===== src/rtl/cpu_isa_pkg.sv =====
// Shared ISA constants for the MIPS-style core: opcodes, funct codes, ALU
// operation encodings and the bit/field positions of the packed control word.
package cpu_isa_pkg;

  localparam logic [5:0] OP_LW    = 6'b101111;
  localparam logic [5:0] OP_SW    = 6'b110000;
  localparam logic [5:0] OP_BNE   = 6'b110001;
  localparam logic [5:0] OP_RTYPE = 6'b011001;
  localparam logic [5:0] OP_J     = 6'b000010;

  localparam logic [5:0] FN_ADD = 6'b100000;
  localparam logic [5:0] FN_SUB = 6'b100010;
  localparam logic [5:0] FN_AND = 6'b100100;
  localparam logic [5:0] FN_OR  = 6'b100101;
  localparam logic [5:0] FN_MUL = 6'b110010;

  typedef enum logic [2:0] {
    ALU_ADD = 3'b000,
    ALU_SUB = 3'b001,
    ALU_AND = 3'b010,
    ALU_OR  = 3'b011,
    ALU_MUL = 3'b100
  } alu_op_e;

  // Control word layout, consumed by the datapath, memory and branch logic.
  localparam int unsigned CTRL_REG_WRITE   = 0;
  localparam int unsigned CTRL_MEM_READ    = 1;
  localparam int unsigned CTRL_MEM_WRITE   = 2;
  localparam int unsigned CTRL_MEM_TO_REG  = 3;
  localparam int unsigned CTRL_ALU_SRC_IMM = 4;
  localparam int unsigned CTRL_BRANCH_NE   = 5;
  localparam int unsigned CTRL_REG_DST_RD  = 6;
  localparam int unsigned CTRL_ALU_OP_LSB  = 7;
  localparam int unsigned CTRL_RS_LSB      = 10;
  localparam int unsigned CTRL_RT_LSB      = 15;
  localparam int unsigned CTRL_WREG_LSB    = 20;
  localparam int unsigned CTRL_ILLEGAL     = 25;

endpackage


===== src/rtl/control_decode.sv =====
// Purely combinational instruction decoder: instruction word -> next control
// word, jump flag and jump target.
module control_decode
  import cpu_isa_pkg::*;
(
  input  logic [31:0] instruction,
  output logic [31:0] ctrl_next,
  output logic        jmp_next,
  output logic [31:0] addr_next
);

  logic [5:0] op;
  logic [5:0] funct;
  logic [4:0] rs;
  logic [4:0] rt;
  logic [4:0] rd;

  assign op    = instruction[31:26];
  assign rs    = instruction[25:21];
  assign rt    = instruction[20:16];
  assign rd    = instruction[15:11];
  assign funct = instruction[5:0];

  logic    reg_write;
  logic    mem_read;
  logic    mem_write;
  logic    mem_to_reg;
  logic    alu_src_imm;
  logic    branch_ne;
  logic    reg_dst_rd;
  logic    illegal;
  logic    copy_regs;
  alu_op_e alu_op;
  logic [4:0] wreg;

  always_comb begin
    reg_write   = 1'b0;
    mem_read    = 1'b0;
    mem_write   = 1'b0;
    mem_to_reg  = 1'b0;
    alu_src_imm = 1'b0;
    branch_ne   = 1'b0;
    reg_dst_rd  = 1'b0;
    illegal     = 1'b0;
    copy_regs   = 1'b0;
    alu_op      = ALU_ADD;
    wreg        = '0;
    jmp_next    = 1'b0;
    addr_next   = '0;

    // The all-zero word is a NOP even though its opcode is not otherwise defined.
    if (instruction != '0) begin
      case (op)
        OP_LW: begin
          copy_regs   = 1'b1;
          reg_write   = 1'b1;
          mem_read    = 1'b1;
          mem_to_reg  = 1'b1;
          alu_src_imm = 1'b1;
          wreg        = rt;
        end
        OP_SW: begin
          copy_regs   = 1'b1;
          mem_write   = 1'b1;
          alu_src_imm = 1'b1;
        end
        OP_BNE: begin
          copy_regs = 1'b1;
          branch_ne = 1'b1;
          alu_op    = ALU_SUB;
        end
        OP_RTYPE: begin
          copy_regs  = 1'b1;
          reg_write  = 1'b1;
          reg_dst_rd = 1'b1;
          wreg       = rd;
          case (funct)
            FN_ADD: alu_op = ALU_ADD;
            FN_SUB: alu_op = ALU_SUB;
            FN_AND: alu_op = ALU_AND;
            FN_OR:  alu_op = ALU_OR;
            FN_MUL: alu_op = ALU_MUL;
            default: begin
              illegal    = 1'b1;
              reg_write  = 1'b0;
              reg_dst_rd = 1'b0;
              wreg       = '0;
            end
          endcase
        end
        OP_J: begin
          jmp_next  = 1'b1;
          addr_next = {6'b0, instruction[25:0]};
        end
        default: illegal = 1'b1;
      endcase
    end

    // $zero is never a write destination.
    if (wreg == '0) begin
      reg_write = 1'b0;
    end
  end

  always_comb begin
    ctrl_next                                = '0;
    ctrl_next[CTRL_REG_WRITE]                = reg_write;
    ctrl_next[CTRL_MEM_READ]                 = mem_read;
    ctrl_next[CTRL_MEM_WRITE]                = mem_write;
    ctrl_next[CTRL_MEM_TO_REG]               = mem_to_reg;
    ctrl_next[CTRL_ALU_SRC_IMM]              = alu_src_imm;
    ctrl_next[CTRL_BRANCH_NE]                = branch_ne;
    ctrl_next[CTRL_REG_DST_RD]               = reg_dst_rd;
    ctrl_next[CTRL_ALU_OP_LSB +: 3]          = alu_op;
    ctrl_next[CTRL_RS_LSB +: 5]              = copy_regs ? rs : 5'd0;
    ctrl_next[CTRL_RT_LSB +: 5]              = copy_regs ? rt : 5'd0;
    ctrl_next[CTRL_WREG_LSB +: 5]            = wreg;
    ctrl_next[CTRL_ILLEGAL]                  = illegal;
  end

endmodule


===== src/rtl/control_unit.sv =====
// Control unit top: registers the combinational decode of the instruction
// word, giving one cycle of latency. Synchronous active-high reset.
module control_unit
  import cpu_isa_pkg::*;
(
  input  logic        clk,
  input  logic        rst,
  input  logic [31:0] instruction,
  output logic [31:0] ctrl,
  output logic [31:0] jmpAddress,
  output logic        jmpFlag
);

  logic [31:0] ctrl_next;
  logic        jmp_next;
  logic [31:0] addr_next;

  control_decode u_decode (
    .instruction (instruction),
    .ctrl_next   (ctrl_next),
    .jmp_next    (jmp_next),
    .addr_next   (addr_next)
  );

  always_ff @(posedge clk) begin
    if (rst) begin
      ctrl       <= '0;
      jmpAddress <= '0;
      jmpFlag    <= 1'b0;
    end else begin
      ctrl       <= ctrl_next;
      jmpAddress <= addr_next;
      jmpFlag    <= jmp_next;
    end
  end

endmodule


===== config.mk =====
export PLATFORM = sky130hd
export DESIGN_NAME = control_unit
export DESIGN_NICKNAME = d
export VERILOG_FILES = /design/src/rtl/cpu_isa_pkg.sv /design/src/rtl/control_decode.sv /design/src/rtl/control_unit.sv
export SDC_FILE = /design/constraint.sdc
export NUM_CORES = 1
export LEC_CHECK = 0
export CAP_MARGIN = 20
export CORE_MARGIN = 10
export CORE_UTILIZATION = 40
export DETAILED_ROUTE_END_ITERATION = 8
export HOLD_SLACK_MARGIN = 0.06
export MAX_ROUTING_LAYER = met4
export PLACE_DENSITY = 0.74
export SKIP_CTS_REPAIR_TIMING = 1
export SYNTH_ARGS = -nofsm -noshare
export SYNTH_HDL_FRONTEND = slang
export SYNTH_HIERARCHICAL = 1
export SYNTH_SLANG_ARGS = --single-unit

===== constraint.sdc =====
create_clock -name clk -period 1.5 [get_ports clk]
set_clock_uncertainty 0.1 [all_clocks]
set_input_delay 0.15 -clock clk [delete_from_list [all_inputs] [get_ports clk]]
set_output_delay 0.15 -clock clk [all_outputs]
set_load 0.005 [all_outputs]

-- After elaboration in Yosys (flattened, before gate mapping)
Index checks and enable logic that the tools add are counted.
- reduce and logical (&&, ||, !) cells: 11
- muxes and demuxes: 17
- bitwise gates (word level): 4
- equal/unequal tests: 10
- operators with widths (operator ; number):
    $eq 6x6->1 const B ; 8
    $reduce_bool 32->1 ; 1
    $pmux 3 s4 ; 1
    $mux 1 ; 10
    $mux 5 ; 2
    $pmux 5 s2 ; 1
    $reduce_or 3->1 ; 3
    $reduce_or 4->1 ; 2
    $eq 6x2->1 const B ; 1
    $eq 6x5->1 const B ; 1
    $pmux 3 s2 ; 1
    $reduce_or 2->1 ; 3
    $logic_not 5->1 ; 1
    $reduce_or 5->1 ; 1
    $not 1->1 ; 4
    $pmux 1 s2 ; 2
- output and inout bits: 65
- bits in registers: 65
- word-level logic and storage cells: 51
- input bits: 34

-- Longest topological paths before layout
- depth after elaboration: 7
- mapped depth: 6
- gate-level depth less buffers: 5

-- Hierarchy
The synthesis kept the hierarchy.
- by module, submodules not included (module ; cells an instance ; area an instance (um^2) ; times used ; seq. area each (um^2)):
    control_unit ; 137 ; 1855.5 ; 1 ; 1301.2
    control_decode ; 112 ; 742.0 ; 1 ; 0.0

-- Worst setup path before layout
No wires, ideal clock.
- kind: input -> register
- start point: input port instruction[27]
- end point: register ctrl[25]
- arrival: 1.400 ns
- library setup time: 0.114 ns
- buffers on the path: 1
- path slack: -0.114 ns
- data required time: 1.286 ns
- stages on the path: 6
- cell sequence: or3b_4 -> or3b_4 -> o21ai_2 -> o31ai_1 -> buf_4 -> nor2b_2
- cells in the longest elaborated chain, start to end: 3
- elaborated cells between the ends (all ways): 10
- ends and longest elaborated chain (element ; RTL line ; source):
    start: declaration ; control_unit.sv:8 ; input logic [31:0] instruction,
    $eq 6x2->1, or another cell as far along ; control_decode.sv:53 ; case (op)
    $reduce_or 4->1 (no source line) or $not 1->1 (tied branches) ; - ;
    $pmux 1 s2 or $reduce_or 2->1 (tied branches) ; - ;
    end signal: assignment ; control_unit.sv:31 ; ctrl <= ctrl_next;
    end: declaration ; control_unit.sv:9 ; output logic [31:0] ctrl,
Several ways; a longest one is shown, not always the timed one.
A chain may end at the register's enable or synchronous reset.

-- Final worst setup path
- start point: register ctrl[22]
- end point: output port ctrl[22]
No word-level cell between the ends.

==> results.toml <==
[cells_and_area]
fin_area_sq_um = 4080
final_common_cell = "clkdlybuf4s50_1"
fillCellCount = 503
area_growth_pct = 57.08
layout-drive-gt1-share_pct = 27.56
final_cell_mix = "90 x clkdlybuf4s50_1, 65 x dfxtp_1, 35 x buf_4"
antenna_cells = 0
nNetsFinal = 411

[global_route]
grt_max_degree = 66
grt_remaining_overflow = 0
gr-usage-all-layers_pct = 13.13
antenna_found_initial = 0
grt_pass1_wl_um = 10080
grt_pass1_vias = 1971

[drt]
avgViaCountPerCell = 4.349
wl_um = 6797
first_pass_iters = 4
vias = 1992
dr.first_iter.drc_count = 30
post-route-drc-count = 0
wl_per_cell_um = 14.84
ant_nets = 0

[synth]
ys_types = 31
syn_inst = 249
syn_avg_cell_area_sq_um = 10.43
synthTopCellsByArea = "dfxtp_1 50%, nor2b_2 10%, nor2b_1 8.9%"
netlist.area_leader.share_pct = 50.10
syn_area_sq_um = 2597
synth-seq-cells = 65
synth_largest_area_cell = "dfxtp_1"
ys_seq_area_share_pct = 50.10
synth_edf_count = 0
synth_ff_type = "dfxtp_1"
yosys_warnings = 6
ys_async_sr_fraction_pct = 0

[cts]
clk_pin_slew_ns = 0.07
cts_sinks = 65
cts-root-buf = "clkbuf_8"
htree_levels = 3
cts_tree = "built"
cts_buffers = 9
cts_buffer_depth = 2

[pwr]
peakVddDrop_v = 0.0005741
p_total_mw = 3.596
p_leak_nw = 1.666
power_density_nw_per_um2 = 881.3

[sta]
fmax_mhz = 694.3
maxSlewViolCount = 0
hold_viol = 0
fin_crit_sh_pct = 96.02
setup_viol_count_final = 0
layout_min_cycle_time_ns = 1.440

[worst_setup_path]
cp_num_cells = 1
critPathLaunchType = "register"
worst_ep_arrival_time_ns = 1.19
critPathLaunch = "ctrl[22]"
cp-endpoint = "ctrl[22]"
cp_max_fo = 1
path_cells = "clkdlybuf4s50_1"
crit_type = "register to output port"
timing.critical_path.buf_inv = 1
slowest_delay_ns = 0.53
crit_family = "buffers and inverters"
cp-end-kind = "output port"
slowest_stage = "clkdlybuf4s50_1"
worstPathRequired_ns = 1.25

[floorplan]
die_y_um = 100.6
core_area_sq_um = 6314
die_width_um = 100.6
core.rowCount = 29
initial_utilization_pct = 41.14
die_area_sq_um = 10120
pin_count = 99

[place]
dpl_cell_area_sq_um = 3770
dpl.hpwl_um = 5078
gp_congestion = 0.8186
port_buffers = 98

[hold_path]
hold_path_class = "input pin to register"

[flow_run]
max-cap-violations = 0

[outcome]
status = "finished clean"
## report_power, final
part	internal, mW	switching [mW]	total, mW
logic	0.215	0.148	0.362
clock network	0.844	0.631	1.48
registers	1.75	0.00626	1.76
## Yosys cell counts, drive strengths merged (2+ instances only)
library cell  instances
a22o                  6
and2                 36
buf                  28
clkbuf                3
dfxtp                65
nand2                 7
nand3                 2
nor2                  6
nor2b                67
nor3                  5
nor3b                 2
nor4                  6
o31ai                 2
or3b                  2
## how the worst min path moves through the flow
stage                                from       end  cells past startpoint
after floorplan            instruction[1]   ctrl[8]                      2
after global placement                rst  ctrl[11]                      3
after detailed placement              rst   ctrl[9]                      3
after CTS                             rst   ctrl[3]                      3
after global routing      instruction[26]   ctrl[4]                      3
final                     instruction[26]   ctrl[4]                      3
## registers in the layout (all words and copies together), names as in the netlist
register,cells
ctrl,32
jmpAddress,32
jmpFlag,1
## final cells by class
cell class / instances / area (sq um) / share of cell area (%)
flip-flops and latches: 65 / 1301 / 31.89
repair buffers: 136 / 1299 / 31.83
multi-input cells: 164 / 1185 / 29.04
clock buffers: 12 / 155.1 / 3.803
well taps: 77 / 96.34 / 2.361
clock inverters: 3 / 40.04 / 0.9813
inverters: 1 / 3.754 / 0.09200
## stage by stage
stage / worst slack (ns) / hold WS, ns / utilization, % / cells / setup TNS (ns)
3_5_place_dp: -0.6080 / 0.5562 / 59.71 / 442 / -20.79
4_1_cts: -0.2547 / 0.2007 / 62.80 / 457 / -4.302
2_1_floorplan: -0.05915 / 0.2554 / - / 260 / -0.4564
6_report: 0.05970 / 0.1650 / 64.63 / 458 / 0
5_1_grt: -0.005246 / 0.1645 / 64.63 / 458 / -0.005246
3_3_place_gp: -0.5691 / 0.5516 / 59.71 / 442 / -19.29
## per-layer routing
metal	up-vias	global-route usage, %	share of wire, %
li1	1020	-	-
met1	897	14.44	43
met2	65	20.49	48
met3	10	4.870	6.5
met4	0	6.413	2.0
met5	-	-	0
## cells by family (layout without fill, tap and decap cells)
logic type	after synthesis	after routing	synth area share [%]
buffers and inverters	32	152	9.585
muxes	1	1	0.3854
AOI/OAI and AO/OA	12	13	3.661
other	1	12	0.1444
DFF	65	65	50.10
and+or+nand+nor	138	138	36.13
No activity file was read; power rests on OpenSTA's default activity.
